File: src/rtl/pulse_stretch.sv
// Stretches a trigger rising edge into a level pulse of programmable width, with optional dead time.
// Define PULSE_STRETCH_RETRIG_EN to let an edge during the pulse restart it with the new width.
module pulse_stretch #(
    parameter int CNT_W   = 16,
    parameter int HOLDOFF = 0
) (
    input  logic             clk,
    input  logic             rst,
    input  logic             inp_trig,
    input  logic [CNT_W-1:0] inp_width,
    input  logic             inp_clr_drop,
    output logic             out_pulse,
    output logic             out_busy,
    output logic             out_drop
);

    typedef enum logic [1:0] {IDLE, ACTIVE, HOLD} state_t;

    localparam logic [CNT_W-1:0] ONE       = CNT_W'(1);
    localparam logic [CNT_W-1:0] HOLD_LOAD = CNT_W'(HOLDOFF);

    state_t           state, next;
    logic [CNT_W-1:0] cnt, cnt_next;
    logic [CNT_W-1:0] width_eff;
    logic             trig_prev, trig_edge, ignored;
    logic             pulse_next, busy_next, drop_next;

    assign trig_edge = inp_trig & ~trig_prev;
    // A zero width still yields a one-clock pulse.
    assign width_eff = (inp_width == '0) ? ONE : inp_width;

    always_ff @(posedge clk) begin
        if (rst) begin
            state     <= IDLE;
            cnt       <= '0;
            trig_prev <= 1'b0;
            out_pulse <= 1'b0;
            out_busy  <= 1'b0;
            out_drop  <= 1'b0;
        end else begin
            state     <= next;
            cnt       <= cnt_next;
            trig_prev <= inp_trig;
            out_pulse <= pulse_next;
            out_busy  <= busy_next;
            out_drop  <= drop_next;
        end
    end

    always_comb begin
        next     = state;
        cnt_next = cnt;
        ignored  = 1'b0;
        case (state)
            IDLE: begin
                if (trig_edge) begin
                    next     = ACTIVE;
                    cnt_next = width_eff;
                end
            end
            ACTIVE: begin
                if (cnt == ONE) begin
                    if (HOLDOFF > 0) begin
                        next     = HOLD;
                        cnt_next = HOLD_LOAD;
                    end else begin
                        next     = IDLE;
                        cnt_next = '0;
                    end
                end else begin
                    cnt_next = cnt - ONE;
                end
                // An edge on the final active clock still belongs to this pulse.
                if (trig_edge) begin
`ifdef PULSE_STRETCH_RETRIG_EN
                    next     = ACTIVE;
                    cnt_next = width_eff;
`else
                    ignored  = 1'b1;
`endif
                end
            end
            HOLD: begin
                if (cnt == ONE) begin
                    next     = IDLE;
                    cnt_next = '0;
                end else begin
                    cnt_next = cnt - ONE;
                end
                if (trig_edge) ignored = 1'b1;
            end
            default: begin
                next     = IDLE;
                cnt_next = '0;
            end
        endcase
    end

    always_comb begin
        pulse_next = (next == ACTIVE);
        busy_next  = (next != IDLE);
        drop_next  = ignored | (out_drop & ~inp_clr_drop);
    end

endmodule

File: config.mk
export PLATFORM = sky130hd
export DESIGN_NAME = pulse_stretch
export DESIGN_NICKNAME = d
export VERILOG_FILES = /design/src/rtl/pulse_stretch.sv
export SDC_FILE = /design/constraint.sdc
export NUM_CORES = 1
export LEC_CHECK = 0
export CAP_MARGIN = 0
export CORE_AREA = 2 2 60 62
export CTS_BUF_LIST = sky130_fd_sc_hd__clkbuf_8
export CTS_CLUSTER_DIAMETER = 100
export DETAILED_ROUTE_END_ITERATION = 6
export DIE_AREA = 0 0 62 64
export SYNTH_ARGS = -nofsm -noshare
export SYNTH_HDL_FRONTEND = slang
export SYNTH_SLANG_ARGS = --single-unit
export TNS_END_PERCENT = 50
File: constraint.sdc
create_clock -name clk -period 2.6 [get_ports clk]
set_input_delay 0.52 -clock clk [delete_from_list [all_inputs] [get_ports clk]]
set_output_delay 0.52 -clock clk [all_outputs]
set_load 0.02 [all_outputs]
After elaboration in Yosys (flattened, before gate mapping)
Cells that the tools add are included.

storage, ports and cells
  register bits = 22
  bits of input ports = 20
  output and inout port bits = 3
  logic and storage cells = 30

operators by class
  $add $sub $neg = 1
  equal/unequal tests = 5
  mux-type cells = 9
  bitwise gates (word level) = 5
  reduce and logical (&&, ||, !) cells = 4

operators with widths
  kind                     number
  $mux W16                 3
  $pmux W16 S2             1
  $eq A16 B1 Y1 const B    1
  $logic_not A16 Y1        1
  $sub A16 B1 Y16 const B  1
  $eq A2 B1 Y1 const B     2
  $mux W2                  2
  $pmux W2 S2              1
  $and A1 B1 Y1            2
  $eq A2 B2 Y1 const B     1
  $logic_not A2 Y1         1
  $mux W1                  2
  $ne A2 B2 Y1 const B     1
  $not A1 Y1               2
  $reduce_bool A2 Y1       1
  $reduce_or A2 Y1         1
  $or A1 B1 Y1             1

Logic depth before layout (Yosys ltp)
Gate-level depths: netlist of run 1.

  depth after elaboration = 5
  mapped depth = 8
  depth with buffers taken out = 7

Worst setup path before layout of run 1
No wires, ideal clock.

  path kind = register to register
  start point = reg state[1]
  end point = reg cnt[13]
  library setup time = 0.123 ns
  data arrival time = 1.639 ns
  required time = 2.477 ns
  slack = 0.838 ns
  cell stages (with the launch flop) = 8
  buffers on the path = 1
  period minus slack after synthesis = 1.762 ns
  cells stage by stage = dfxtp_1 > inv_1 > ha_1 > and3b_1 > and2_1 > nor2b_1 > clkbuf_1 > a221o_2

on the way
  longest elaborated chain between the ends = 3
  elaborated cells on any way between the ends = 6
  those cells by class = eq/ne: 3; mux: 1; reduce/logical: 2

RTL lines
  item                                                 RTL line  RTL
  start: declaration                                   22        state_t state, next;
  start signal: assignment                             41        state <= next;
  $eq A2 B2 Y1 / $eq A2 B1 Y1 (equally long branches)  54        case (state)
  $reduce_or A2 Y1 (no line)                           n/a
  $pmux W16 S2                                         54
  end signal: assignment                               42        cnt <= cnt_next;
  end: declaration                                     23        logic [CNT_W-1:0] cnt, cnt_next;

Parallel ways exist; a longest one is shown, timed or not.
A chain may end at the register's enable or synchronous reset.

==> reports/metrics.yaml, run 1 <==
status:
  status: "complete, no violations"
route:
  ant_nets: 0
  drc: 0
  num_vias: 1232
  drt_pass1_iterations: 4
  viasPerCell: 5.626
  drtIter0Drc: 78
  post_drt_wl_per_cell_um: 14.77
  routed_wl_mm: 3.235
timing:
  rsz0062_at_grt: "false"
  fmax_mhz: 495.3
  worst_slew_pin_slew_ps: 522.8
  holdWs_ps: 480.6
  slew_viol_final: 0
  finalSetupViolCount: 0
  min_period_ps: 2019
  fin_crit_sh_pct: 77.66
  setup_tns_ps: 0
  fin_skew_ps: 6.835
  setup_ws_ps: 580.9
  finalHoldViolCount: 0
  slew_headroom_pct: 64.86
synthesis:
  ys_top_cells_by_area: "dfxtp_1 35%, a22oi_1 4.8%, nand2_1 4.8%"
  yosysTopAreaCell: "dfxtp_1"
  synth_compound_area_share_pct: 22.63
  ys_ff_latch: 22
  synth_top_family_by_area: "simple AND/OR/NAND/NOR gates"
  synth-simple-area-share_pct: 30.61
  syn_inst: 150
  synthDistinctLibCells: 41
  yosys.area_share.xor_xnor_pct: 3.490
  syn_nets: 174
  synth_top_area_share_pct: 35.09
  yosys-mux-area-fraction_pct: 0
  netlist_area_mm2: 0.001255
  synth-adder-area-share_pct: 3.988
  synth_warnings: 0
  ys_seq_area_share_pct: 35.09
  syn_area_per_cell_um2: 8.366
finish:
  drive_gt1_share_pct: 9.249
  fillers: 344
  syn_to_final_growth_pct: 26.92
  fin_util_pct: 48.50
  nNetsFinal: 198
  seqCellArea_um2: 440.4
  num_antenna_cells: 0
  final_cell_mix: "22 x dfxtp_1, 22 x clkdlybuf4s50_1, 16 x nand2_1"
  stdcell_count: 219
  multi_input_area_um2: 762.0
  fin_area_mm2: 0.001593
placed_design:
  dp_worst_setup_slack_ps: 329.5
  gp_congestion: 0.8065
  dpl_cell_area_mm2: 0.001521
  place_inst: 215
  dp_hpwl_mm: 2.499
  io_buffer_count: 22
setup_path:
  cp.required_ps: 2790
  critPathLaunchType: "input pin"
  path_class: "in2reg"
  worst_setup_path_end_kind: "flop"
  cp_max_fo: 7
  arrival_ps: 2210
clock_network:
  cts_buffers: 3
  clk_transition_reported_paths_ps: 80
  htreeDepth: 1
  clockBufferDepth: 2
  cts_tree: "built"
  cts_setup_buffers: 0
  clock-sinks: 22
  clock_latency_ps: 260
  hold_buffers: 0
  ctsResizeCount: 0
  cts_root_buf: "clkbuf_8"
floorplanning:
  pin_count: 23
  core-area_mm2: 0.003284
  start_util_pct: 38.21
  rows: 21
  die_x_um: 62
  die_h_um: 64
  die_area_mm2: 0.003968
power:
  p_seq_share_pct: 40.2
  vdd.ir_drop.worst_v: 0.0002402
  comb_power_share_pct: 28.4
  clkPwrFrac_pct: 31.4
  switchingPower_mw: 0.2967
  p_int_mw: 0.7123
  sw_frac_of_total_pct: 29.40
  p_total_mw: 1.009
  p_leak_nw: 0.5767
  cellPowerDensity_mw_per_mm2: 633.5
global_routing:
  grt_pass1_wl_mm: 5.299
  antenna_found_initial: 0
  grt_util_all_layers_pct: 17.41
  grt_max_degree: 14
  first_global_vias: 1182
  grt_overflow: 0
run:
  maxCapViolCount: 0
worst_hold_path:
  hold_class: "reg2reg"
==> final timing paths <==
path                  from  endpoint  slack (ps)  depth (start not counted)
setup / recovery       rst    cnt[6]         580                          6
setup reg to reg    cnt[4]   cnt[13]         590                          5
hold / removal    out_drop  out_drop         480                          2
hold reg to reg   out_drop  out_drop         480                          2
==> cell usage after synthesis, drive strengths merged <==
master,number
a211oi,1
a21o,3
a21oi,10
a221o,5
a22oi,8
a31o,1
a31oi,2
a32o,1
and2,3
and3b,1
and4,1
buf,2
clkbuf,4
dfxtp,22
ha,4
inv,5
nand2,16
nand2b,3
nand3,4
nand3b,1
nand4,3
nor2,8
nor2b,2
nor3,6
nor3b,1
nor4,8
nor4b,1
o211ai,1
o21ai,7
o31ai,1
o41a,1
or2,3
or3,2
or4,4
xnor2,5
==> per-layer routing <==
layer | routed length (µm) | vias to the layer above | track usage, %
li1 | - | 608 | -
met1 | 1450 | 592 | 22.76
met2 | 1610 | 30 | 27.86
met3 | 154 | 2 | 2.632
met4 | 20 | 0 | 6.915
met5 | 0 | - | 0
==> critical path: stages <==
cell	delay, ps
clkdlybuf4s50_1	520
nor2_1	240
and2_1	250
nor2b_1	450
a22oi_1	120
o21ai_0	100
==> cells by family after synthesis <==
group | after synthesis
and+or+nand+nor | 67
AOI/OAI and AO/OA | 41
DFF | 22
buffers and inverters | 11
xor gates and xnor gates | 5
adders and majority gates | 4
==> power by group through the flow <==
stage,clock (mW),sequential (mW),combinational [mW]
finish,0.317,0.405,0.287
global route,0.342,0.411,0.319
CTS,0.324,0.405,0.289
detailed placement,0,0.413,0.287
global placement,0,0.411,0.282
floorplan,0,0.406,0.195
==> sequential cells by signal, indices dropped and copies added, names as in the netlist <==
| register | flops |
|---|---|
| out_pulse | 1 |
| state | 2 |
| out_drop | 1 |
| cnt | 16 |
| trig_prev | 1 |
| out_busy | 1 |
==> final cells by class <==
type	instances	share of cell area [%]
clock buffers	3	2.592
inverters	5	1.178
multi-input cells	117	47.84
flip-flops and latches	22	27.65
well taps	46	3.614
clock inverters	1	1.885
repair buffers	25	15.24
(Power assumes the default switching activity.)
==> run 2, diff against run 1 <==
==> constraint.sdc (replaced) <==
create_clock -name clk -period 2.1 [get_ports clk]
set_input_delay 0.42 -clock clk [delete_from_list [all_inputs] [get_ports clk]]
set_output_delay 0.42 -clock clk [all_outputs]
set_load 0.02 [all_outputs]
==> run 2 against run 1 <==
  * Power grew 18%
  * Critical path depth grew 2
  * Non-clock buffer count rose by 6
  * Combinational power grew 32%
  * First-iteration DRC count fell by 14%
  * Sequential power is 24% higher
  * Setup slack got worse by 370 ps
  * Global-route usage grew 0.12 points
  * Critical endpoint is now cnt[4]
  * Largest cell class unchanged
  * Highest routed layer unchanged
==> reports/metrics.yaml, run 2 (synthesis results as in run 1) <==
clock_network:
  clockBufferDepth: 2
  clock-sinks: 22
  hold_buffers: 0
  cts_root_buf: "clkbuf_8"
  cts_setup_buffers: 0
  clock_latency_ps: 260
  clk_transition_reported_paths_ps: 80
  cts_tree: "built"
  cts_buffers: 3
  htreeDepth: 1
  ctsResizeCount: 0
finish:
  fin_area_mm2: 0.001622
  top_regs: "cnt (16), state (2)"
  nNetsFinal: 204
  syn_to_final_growth_pct: 29.21
  num_antenna_cells: 0
  regMostFlops: "cnt"
  final_cell_mix: "22 x dfxtp_1, 22 x clkdlybuf4s50_1, 16 x nand2_1"
  drive_gt1_share_pct: 12.29
  largest_reg_flops: 16
timing:
  min_period_ps: 1891
  fin_crit_sh_pct: 90.05
  finalHoldViolCount: 0
  fin_skew_ps: 1.392
  rsz0062_at_grt: "false"
  finalSetupViolCount: 0
  worst_slew_pin_slew_ps: 776.8
  slew_headroom_pct: 48.02
  slew_viol_final: 0
  fmax_mhz: 528.8
  setup_tns_ps: 0
  holdWs_ps: 484.2
global_routing:
  grt_max_degree: 13
  antenna_found_initial: 0
  grt_pass1_wl_mm: 5.326
  first_global_vias: 1198
  grt_util_all_layers_pct: 17.52
  grt_overflow: 0
floorplanning:
  rows: 21
  die_h_um: 64
  start_util_pct: 38.21
  pin_count: 23
  core-area_mm2: 0.003284
  die_x_um: 62
  die_area_mm2: 0.003968
power:
  p_leak_nw: 0.5980
  cellPowerDensity_mw_per_mm2: 731.6
  vdd.ir_drop.worst_v: 0.0002819
placed_design:
  io_buffer_count: 22
  dpl_cell_area_mm2: 0.001567
  dp_hpwl_mm: 2.533
  gp_congestion: 0.8324
setup_path:
  crit_chain: "inv_1, ha_1, nor4b_1, nand4_2, buf_4, nand2_1, or4_1, a31oi_1"
  arrival_ps: 2090
  cp_max_fo: 5
  max_stage_delay_ps: 500
  slowest_stage: "or4_1"
  cp.required_ps: 2290
  critPathLaunchType: "flop"
  worst_setup_path_end_kind: "flop"
  path_class: "reg2reg"
route:
  post_drt_wl_per_cell_um: 14.36
  drt_pass1_iterations: 4
  ant_nets: 0
  num_vias: 1247
  viasPerCell: 5.542
  drtIter0Drc: 67
  drc: 0
  routed_wl_mm: 3.230
status:
  status: "complete, no violations"
worst_hold_path:
  hold_class: "reg2reg"
run:
  maxCapViolCount: 0
-- run 2: changes by cell type in the layout (fill, tap and decap cells not counted) --
cell and delta:
clkbuf_8 +1, buf_4 +6, bufinv_16 -1
-- run 2: worst paths after layout --
check / start / end / slack (ps) / depth (start not counted)
worst max-delay path: cnt[1] / cnt[4] / 210 / 8
worst min-delay path: out_drop / out_drop / 480 / 2
worst min register to register: out_drop / out_drop / 480 / 2
worst max register to register: cnt[1] / cnt[4] / 210 / 8
-- run 2: layout make-up --
class / instances / area [µm²]
Clock buffer: 4 / 55.05
Fill cell: 333 / 1663
Inverter: 5 / 18.77
Multi-Input combinational cell: 117 / 762.0
Sequential cell: 22 / 440.4
Tap cell: 46 / 57.56
Timing Repair Buffer: 31 / 287.8
-- run 2: layer usage --
| layer | GRT usage, % | wire length (µm) | vias to the layer above |
|---|---|---|---|
| met2 | 30.08 | 1589 | 29 |
| met1 | 22.01 | 1447 | 590 |
| met3 | 2.632 | 154 | 4 |
| li1 | - | - | 624 |
| met4 | 4.787 | 38 | 0 |
| met5 | 0 | 0 | - |
-- run 2: metrics by stage --
stage | utilization [%] | power (mW) | std cells | setup WS [ps]
final | 49.37 | 1.186 | 225 | 208.9
after CTS | 49.37 | 1.201 | 225 | 215.5
after global routing | 49.37 | 1.267 | 225 | 91.21
after global placement | 47.70 | 0.8802 | 221 | 19.00
after floorplan | - | 0.7444 | 150 | 338.4
after detailed placement | 47.70 | 0.8883 | 221 | 5.801
-- run 2: critical path: cells and delay by family, from the launching register on --
family | cells | cell delay [ps]
flops | 1 | 400
simple gates | 4 | 880
fa+ha+maj | 1 | 170
compound gates | 1 | 140
buf+inv | 2 | 210
-- run 2: report_power, final --
group	switching, mW	internal [mW]
Sequential	0.0460	0.455
Combinational	0.187	0.192
Clock	0.140	0.167
